### src/rtl/rram_inst_fifo_if.sv
`default_nettype none
// ============================================================================
// Module   : rram_inst_fifo_if
// Brief    : Push/pop handshake and status bundle for rram_inst_fifo.
// Revision : 1.0 - initial release
// ============================================================================
interface rram_inst_fifo_if #(
    parameter int DATA_WIDTH = 20,
    parameter int DEPTH      = 16
);
    localparam int c_cnt_w = $clog2(DEPTH) + 1;

    logic                  push_n;
    logic [DATA_WIDTH-1:0] data_in;
    logic                  full;
    logic                  almost_full;
    logic                  pop_n;
    logic                  empty;
    logic                  almost_empty;
    logic [DATA_WIDTH-1:0] dout;
    logic [c_cnt_w-1:0]    word_count;
    logic                  overflow_err;
    logic                  underflow_err;

    modport master (
        output push_n, data_in, pop_n,
        input  full, almost_full, empty, almost_empty, dout, word_count,
               overflow_err, underflow_err
    );

    modport slave (
        input  push_n, data_in, pop_n,
        output full, almost_full, empty, almost_empty, dout, word_count,
               overflow_err, underflow_err
    );
endinterface
`default_nettype wire

### src/rtl/rram_inst_fifo.sv
`default_nettype none
// ============================================================================
// Module   : rram_inst_fifo
// Brief    : Single-clock FWFT FIFO with occupancy, threshold flags and
//            sticky overflow/underflow errors for the RRAM core queues.
// Revision : 1.0 - initial release
// ============================================================================
module rram_inst_fifo #(
    parameter int DATA_WIDTH = 20,
    parameter int DEPTH      = 16,
    parameter int AE_LEVEL   = 2,
    parameter int AF_LEVEL   = 14
) (
    input  wire logic       CLK,
    input  wire logic       reset,
    rram_inst_fifo_if.slave fifo
);
    localparam int c_ptr_w = $clog2(DEPTH);
    localparam int c_cnt_w = c_ptr_w + 1;

    localparam logic [c_cnt_w-1:0] c_depth    = c_cnt_w'(DEPTH);
    localparam logic [c_cnt_w-1:0] c_ae_level = c_cnt_w'(AE_LEVEL);
    localparam logic [c_cnt_w-1:0] c_af_level = c_cnt_w'(AF_LEVEL);
    localparam logic [c_cnt_w-1:0] c_cnt_one  = c_cnt_w'(1);
    localparam logic [c_ptr_w-1:0] c_ptr_one  = c_ptr_w'(1);

    logic [DATA_WIDTH-1:0] r_mem [DEPTH];
    logic [c_ptr_w-1:0]    r_wr_ptr;
    logic [c_ptr_w-1:0]    r_rd_ptr;
    logic [c_cnt_w-1:0]    r_count;
    logic                  r_overflow;
    logic                  r_underflow;

    logic w_full;
    logic w_empty;
    logic w_push;
    logic w_pop;

    // Acceptance uses only registered occupancy, so a pop never frees room
    // for a push in the same cycle (no pass-through when full).
    assign w_full  = (r_count == c_depth);
    assign w_empty = (r_count == '0);
    assign w_push  = ~fifo.push_n & ~w_full;
    assign w_pop   = ~fifo.pop_n & ~w_empty;

    always_ff @(posedge CLK or posedge reset) begin
        if (reset) begin
            r_wr_ptr    <= '0;
            r_rd_ptr    <= '0;
            r_count     <= '0;
            r_overflow  <= 1'b0;
            r_underflow <= 1'b0;
        end else begin
            if (w_push) begin
                r_wr_ptr <= r_wr_ptr + c_ptr_one;
            end
            if (w_pop) begin
                r_rd_ptr <= r_rd_ptr + c_ptr_one;
            end
            case ({w_push, w_pop})
                2'b10:   r_count <= r_count + c_cnt_one;
                2'b01:   r_count <= r_count - c_cnt_one;
                default: r_count <= r_count;
            endcase
            if (~fifo.push_n && w_full) begin
                r_overflow <= 1'b1;
            end
            if (~fifo.pop_n && w_empty) begin
                r_underflow <= 1'b1;
            end
        end
    end

    // Storage is deliberately left out of reset.
    always_ff @(posedge CLK) begin
        if (w_push) begin
            r_mem[r_wr_ptr] <= fifo.data_in;
        end
    end

    assign fifo.dout          = r_mem[r_rd_ptr];
    assign fifo.full          = w_full;
    assign fifo.empty         = w_empty;
    assign fifo.almost_full   = (r_count >= c_af_level);
    assign fifo.almost_empty  = (r_count <= c_ae_level);
    assign fifo.word_count    = r_count;
    assign fifo.overflow_err  = r_overflow;
    assign fifo.underflow_err = r_underflow;
endmodule
`default_nettype wire

### src/flat_wrapper.sv
// flat-port wrapper written by rule: the top's interface ports become plain ports
module rram_inst_fifo_flat 
#(
    parameter int DATA_WIDTH = 20,
    parameter int DEPTH      = 16,
    parameter int AE_LEVEL   = 2,
    parameter int AF_LEVEL   = 14
)
  (CLK, reset, fifo_push_n, fifo_data_in, fifo_pop_n, fifo_full, fifo_almost_full, fifo_empty, fifo_almost_empty, fifo_dout, fifo_word_count, fifo_overflow_err, fifo_underflow_err);
  rram_inst_fifo_if #(.DATA_WIDTH(DATA_WIDTH), .DEPTH(DEPTH)) fifo_i ();
  input  wire logic CLK;
  input  wire logic reset;
  input wire logic [$bits(fifo_i.push_n)-1:0] fifo_push_n;
  input wire logic [$bits(fifo_i.data_in)-1:0] fifo_data_in;
  input wire logic [$bits(fifo_i.pop_n)-1:0] fifo_pop_n;
  output wire logic [$bits(fifo_i.full)-1:0] fifo_full;
  output wire logic [$bits(fifo_i.almost_full)-1:0] fifo_almost_full;
  output wire logic [$bits(fifo_i.empty)-1:0] fifo_empty;
  output wire logic [$bits(fifo_i.almost_empty)-1:0] fifo_almost_empty;
  output wire logic [$bits(fifo_i.dout)-1:0] fifo_dout;
  output wire logic [$bits(fifo_i.word_count)-1:0] fifo_word_count;
  output wire logic [$bits(fifo_i.overflow_err)-1:0] fifo_overflow_err;
  output wire logic [$bits(fifo_i.underflow_err)-1:0] fifo_underflow_err;
  assign fifo_i.push_n = fifo_push_n;
  assign fifo_i.data_in = fifo_data_in;
  assign fifo_i.pop_n = fifo_pop_n;
  assign fifo_full = fifo_i.full;
  assign fifo_almost_full = fifo_i.almost_full;
  assign fifo_empty = fifo_i.empty;
  assign fifo_almost_empty = fifo_i.almost_empty;
  assign fifo_dout = fifo_i.dout;
  assign fifo_word_count = fifo_i.word_count;
  assign fifo_overflow_err = fifo_i.overflow_err;
  assign fifo_underflow_err = fifo_i.underflow_err;
  rram_inst_fifo #(.DATA_WIDTH(DATA_WIDTH), .DEPTH(DEPTH), .AE_LEVEL(AE_LEVEL), .AF_LEVEL(AF_LEVEL)) u_core (.CLK(CLK), .reset(reset), .fifo(fifo_i));
endmodule
### config.mk
export PLATFORM = sky130hd
export DESIGN_NAME = rram_inst_fifo_flat
export DESIGN_NICKNAME = d
export VERILOG_FILES = /design/src/rtl/rram_inst_fifo_if.sv /design/src/rtl/rram_inst_fifo.sv /design/src/flat_wrapper.sv
export SDC_FILE = /design/constraint.sdc
export NUM_CORES = 1
export LEC_CHECK = 0
export ABC_AREA = 1
export CORE_ASPECT_RATIO = 0.8
export CORE_MARGIN = 2
export CORE_UTILIZATION = 38
export CTS_CLUSTER_SIZE = 14
export DETAILED_ROUTE_END_ITERATION = 12
export PLACE_DENSITY_LB_ADDON = 0.2
export SLEW_MARGIN = 20
export SYNTH_ARGS = -nofsm -noshare
export SYNTH_HDL_FRONTEND = slang
export SYNTH_SLANG_ARGS = --single-unit
### constraint.sdc
create_clock -name CLK -period 2.7 [get_ports CLK]
set_input_delay 0.54 -clock CLK [delete_from_list [all_inputs] [get_ports CLK]]
set_output_delay 0.54 -clock CLK [all_outputs]
set_load 0.005 [all_outputs]
# After elaboration in Yosys (flattened, before gate mapping)
# Memories as Yosys holds them, arrays and structs flattened.
# Index checks and enable logic that the tools add are counted.
# word_totals
register_bits	15
ramBits	320
inputBits	24
out_inout_bits	31
elab_cells	28
mem_count	1
# memory_table
name	words	word_bits	rd	rd_clocked_by_memory_dff	wr	line	source
u_core.r_mem	16	20	1	0	1	rram_inst_fifo.sv:27	logic [DATA_WIDTH-1:0] r_mem [DEPTH];
# op_classes
add_sub_neg	4
n_lt_le_gt_ge	2
eq_ne	3
n_mux	3
n_bitwise	6
reduce_logical	4
# ops
cell	count
5-bit one-hot mux with 2 select lines	1
4-bit by 1-bit adder with 4-bit output, second input constant	2
5-bit by 1-bit adder with 5-bit output, second input constant	1
5-bit equality test, second input constant	1
5-bit by 4-bit >= comparator with 1-bit output, second input constant	1
5-bit by 2-bit less-or-equal comparator with 1-bit output, second input constant	1
5-bit zero test	1
5-bit by 1-bit subtractor with 5-bit output, second input constant	1
1-bit inverter	4
1-bit bitwise AND	2
2-bit by 1-bit equality test with 1-bit output, second input constant	1
2-bit equality test, second input constant	1
1-bit logical AND	2
1-bit 2-to-1 mux	2
2-bit nonzero test	1

# Depth between registers and ports, before layout
# depth
depth_word	5
depth_mapped	16
mapped_depth_nobuf	16

# Least setup slack after synthesis
# OpenSTA, ideal clock, no wires.
# synth_path
kind	register to register
startpoint	register u_core.r_count[0] (netlist: u_core.fifo.word_count[0])
endpoint	memory u_core.r_mem[11][0] (enable)
setup_time_ns	0.397
arrival_ns	1.870
t_required_ns	2.303
setup_slack_ns	0.434
path_stages_with_launch	7
path_buffers	0
synth_period_minus_slack_ns	2.266
path_cell_list	dfrtp_1 > inv_1 > nand4_1 > nand2_1 > nor2_1 > inv_2 > nor2_1
# synth_between
elab_chain_cells	5
# synth_rtl
element	line	source
start: declaration	rram_inst_fifo.sv:30	logic [c_cnt_w-1:0] r_count;
start signal: assignment	rram_inst_fifo.sv:61	2'b10: r_count <= r_count + c_cnt_one;
start signal: assignment	rram_inst_fifo.sv:62	2'b01: r_count <= r_count - c_cnt_one;
start signal: assignment	rram_inst_fifo.sv:63	default: r_count <= r_count;
5-bit equality test	rram_inst_fifo.sv:41	assign w_full = (r_count == c_depth);
1-bit inverter	rram_inst_fifo.sv:43	assign w_push = ~fifo.push_n & ~w_full;
1-bit bitwise AND	rram_inst_fifo.sv:43	
1-bit 2-to-1 mux	rram_inst_fifo.sv:76	if (w_push) begin
1-bit 2-to-1 mux (implied by the code)	rram_inst_fifo.sv:77	r_mem[r_wr_ptr] <= fifo.data_in;
end: declaration	rram_inst_fifo.sv:27	
# No other way between the ends.

# Worst setup path in the final report
# layout_path
startpoint	register u_core.r_rd_ptr[0]
endpoint	output port fifo_dout[6]
# layout_between
elab_chain_cells	1
# layout_rtl
element	line	source
start: declaration	rram_inst_fifo.sv:29	logic [c_ptr_w-1:0] r_rd_ptr;
start signal: assignment	rram_inst_fifo.sv:58	r_rd_ptr <= r_rd_ptr + c_ptr_one;
memory read 16 x 20 bit	--	
end: declaration	flat_wrapper.sv:20	output wire logic [$bits(fifo_i.dout)-1:0] fifo_dout;
# No other way between the ends.

==> run metrics <==
run status=finished, violations left; violations in the final reports=setup timing; Worst-path clk slew=0.06 ns; Sink Count=335; synth unique cells=24; WL/cell=21.9 um; CP delay by family, top=buffers and inverters; fin. max-slew vios=0; Hold Slack=0.393 ns; Seq/Total Area, Yosys=73.3%; worst-path maximum fanout=8; placed cell count=1649; Vias=9228; fmax=0.356 GHz; Final Cycle Share=104%; CTS tree=done; gr ovfl total=0; number of global-route vias before repair=8884; Placed Area=15200 um2; area delta synth->final=29.7%; required time of the critical path=2.16 ns; total CTS buffers=36; Post-Layout Cell Count=1760; Antenna Diode Count=0; I/O pin count=55; critical path class=register to output port; critical path's most frequent cell=nand2_1; area leader, netlist=edfxtp_1; Slew HR=56.3%; Synthesized Nets=1148; Largest stage delay, worst path=0.53 ns; top cells by area, synth=edfxtp_1 71%, nand2_1 7.4%, nor2_1 3.4%; leak pwr=6.34 nW; Buf/Inv on CP=5; Worst Hold Class=input pin to asynchronous set/reset pin; Power Dens Cells=1140 nW/um2; Initial Util=38.3%; Final min period=2.81 ns; H-tree Lvls=2; MaxCap Viol Count=0; finished layout cell area=17700 um2; footprint of the multi-input gates=3550 um2; 1st-iter DRT viols=821; die width=216 um; hold buffer count at CTS=0; RSZ-0062 raised after global routing=true; Max clock buf depth=3; drt pass-1 iters=5; Ys Warns=0; Peak supply drop=616 uV; Layout Nets=1285; Die Ht=173 um; FF+latch area=9990 um2; DRT Wirelength=38600 um; Rows=62; Hold Vio Cnt, Final=0; Setup-failing EPs final=11; largest net degree at the start of global routing=35; total power draw=20.1 mW; CP cell instances=buf_6 -> buf_12 -> buf_4 -> buf_16 -> a21oi_2 -> o21ai_1 -> o211ai_1 -> nand2_1 -> nand2_1 -> buf_2; DRC=0; HPWL after detailed placement=19700 um; synthesized area per cell=12.2 um2; total die area=37400 um2; final setup skew=0.0218 ns; core area=35600 um2; critical path startpoint category=register; Slew @ Worst Pin=0.654 ns; Avg Vias per Cell=5.24; Crit. End Element=output port; share of the synthesized area in the top cell type=70.5%; Cells after Synth=1115; first-pass GRT wire length=57300 um; fin worst setup slack=-0.111 ns; layout cells sized above 1=23.3%; Fillers=3023; Mapped Area=13600 um2; CTS root buffer=clkbuf_16; Worst-Skew Late Latency=0.53 ns; Synth Register Bits=335; Slowest cell on crit path=dfrtp_4; GP Congestion=0.763; WP data arrival=2.27 ns; # port buffers=54; initial antenna violation count=2; number of antenna-violating nets in the routed design=0; gr usage total=20.6%
## kinds of logic after synthesis
logic type / after synthesis / synth area share [%]
XOR/XNOR: 8 / 0.514
buffers and inverters: 106 / 3.95
flip-flops: 335 / 73.3
adder cells (fa/ha/maj): 9 / 0.827
AND/OR/NAND/NOR: 443 / 12.8
AO/OA/AOI/OAI: 214 / 8.65
## flip-flops by register name, summed over array words and instances (netlist names)
register	cells
u_core.fifo.overflow_err	1
u_core.fifo.word_count	5
u_core.r_mem	320
u_core.r_rd_ptr	4
u_core.r_wr_ptr	4
u_core.fifo.underflow_err	1
## routing by layer
layer / vias up / GRT usage [%] / wire [um]
met5: - / 0 / 15
met4: 2 / 4.83 / 713
met3: 55 / 3.42 / 2400
met2: 311 / 33.4 / 18300
met1: 4645 / 29.2 / 17200
li1: 4215 / - / -
## path summary, 6_finish.rpt
check / endpoint / slack (ns) / startpoint / cells after the start
worst max-delay path: fifo_dout[6] / -0.11 / u_core.r_rd_ptr[0]$_DFFE_PP0P_ / 10
max in group asynchronous: u_core.r_rd_ptr[0]$_DFFE_PP0P_ / 1.84 / reset / 2
worst min register to register: u_core.fifo.overflow_err$_DFFE_PP0P_ / 0.48 / u_core.fifo.overflow_err$_DFFE_PP0P_ / 1
min in group CLK: u_core.fifo.overflow_err$_DFFE_PP0P_ / 0.48 / u_core.fifo.overflow_err$_DFFE_PP0P_ / 1
worst max register to register: u_core.fifo.word_count[4]$_DFFE_PP0P_ / 0.46 / u_core.fifo.word_count[2]$_DFFE_PP0P_ / 16
worst min-delay path: u_core.fifo.overflow_err$_DFFE_PP0P_ / 0.39 / reset / 2
## metrics by stage
step	setup slack, ns	util, %	TNS, ns
finish	-0.111	49.6	-0.675
global route	-0.219	49.6	-2.09
CTS	-0.114	48.9	-1.07
detailed placement	0.177	42.8	0
global placement	0.138	42.8	0
floorplan	0.434	-	0
## synthesized netlist by cell type, drive strengths merged
| cell type | instances |
|---|---|
| edfxtp | 320 |
| nand2 | 268 |
| nor2 | 125 |
| o21ai | 87 |
| a21oi | 84 |
| nand3 | 47 |
| inv | 46 |
| buf | 42 |
| o211ai | 40 |
| clkbuf | 18 |
| dfrtp | 15 |
| ha | 9 |
| xor2 | 7 |
| o21bai | 3 |
| nand4 | 2 |
| nand3b | 1 |
| xnor2 | 1 |
## cell usage in the layout (no fill, tap or decap), types with 5 or more instances in the layout
cell type        count
nand3_1             45
nor2_2              33
nor2_4              14
clkdlybuf4s50_1     34
buf_4               37
clkbuf_16           42
buf_16              20
buf_2               16
nand2_2             14
o21ai_1             42
edfxtp_1           320
o211ai_1            40
o21ai_0             40
clkinv_1             6
xor2_1               7
clkinv_2             6
clkbuf_1             7
ha_1                 9
buf_6               12
inv_1               39
inv_2                5
o21ai_2              5
a21oi_1             42
nor2_1              78
a21oi_2             38
dfrtp_1             14
nand2_1            252
buf_12              32
## cell type report
class	count	area share [%]
clock buffer	44	5.39
clock inverter	22	1.13
inverter	46	1.06
multi-input combinational	674	20.1
sequential	335	56.5
tap	480	3.40
timing repair buffer	159	12.5
## where the power goes
group	switching (mW)	internal (mW)	total, mW
combinational	4.95	3.81	8.76
clock	2.03	2.82	4.85
sequential	0.262	6.27	6.53
## worst reg2reg max path, delay by kind of cell (launching register included)
family / cells / cell delay, ns
fa+ha+maj: 2 / 0.43
flops: 1 / 0.44
simple gates: 11 / 1.12
buf+inv: 3 / 0.15
## what timing repair did
action,in CTS,in global routing
pin swaps,51,71
resized for setup,204,84
cloned,21,5
setup endpoints to repair,20,20
buffers inserted,21,2
Power figures use the tool's default switching activity.
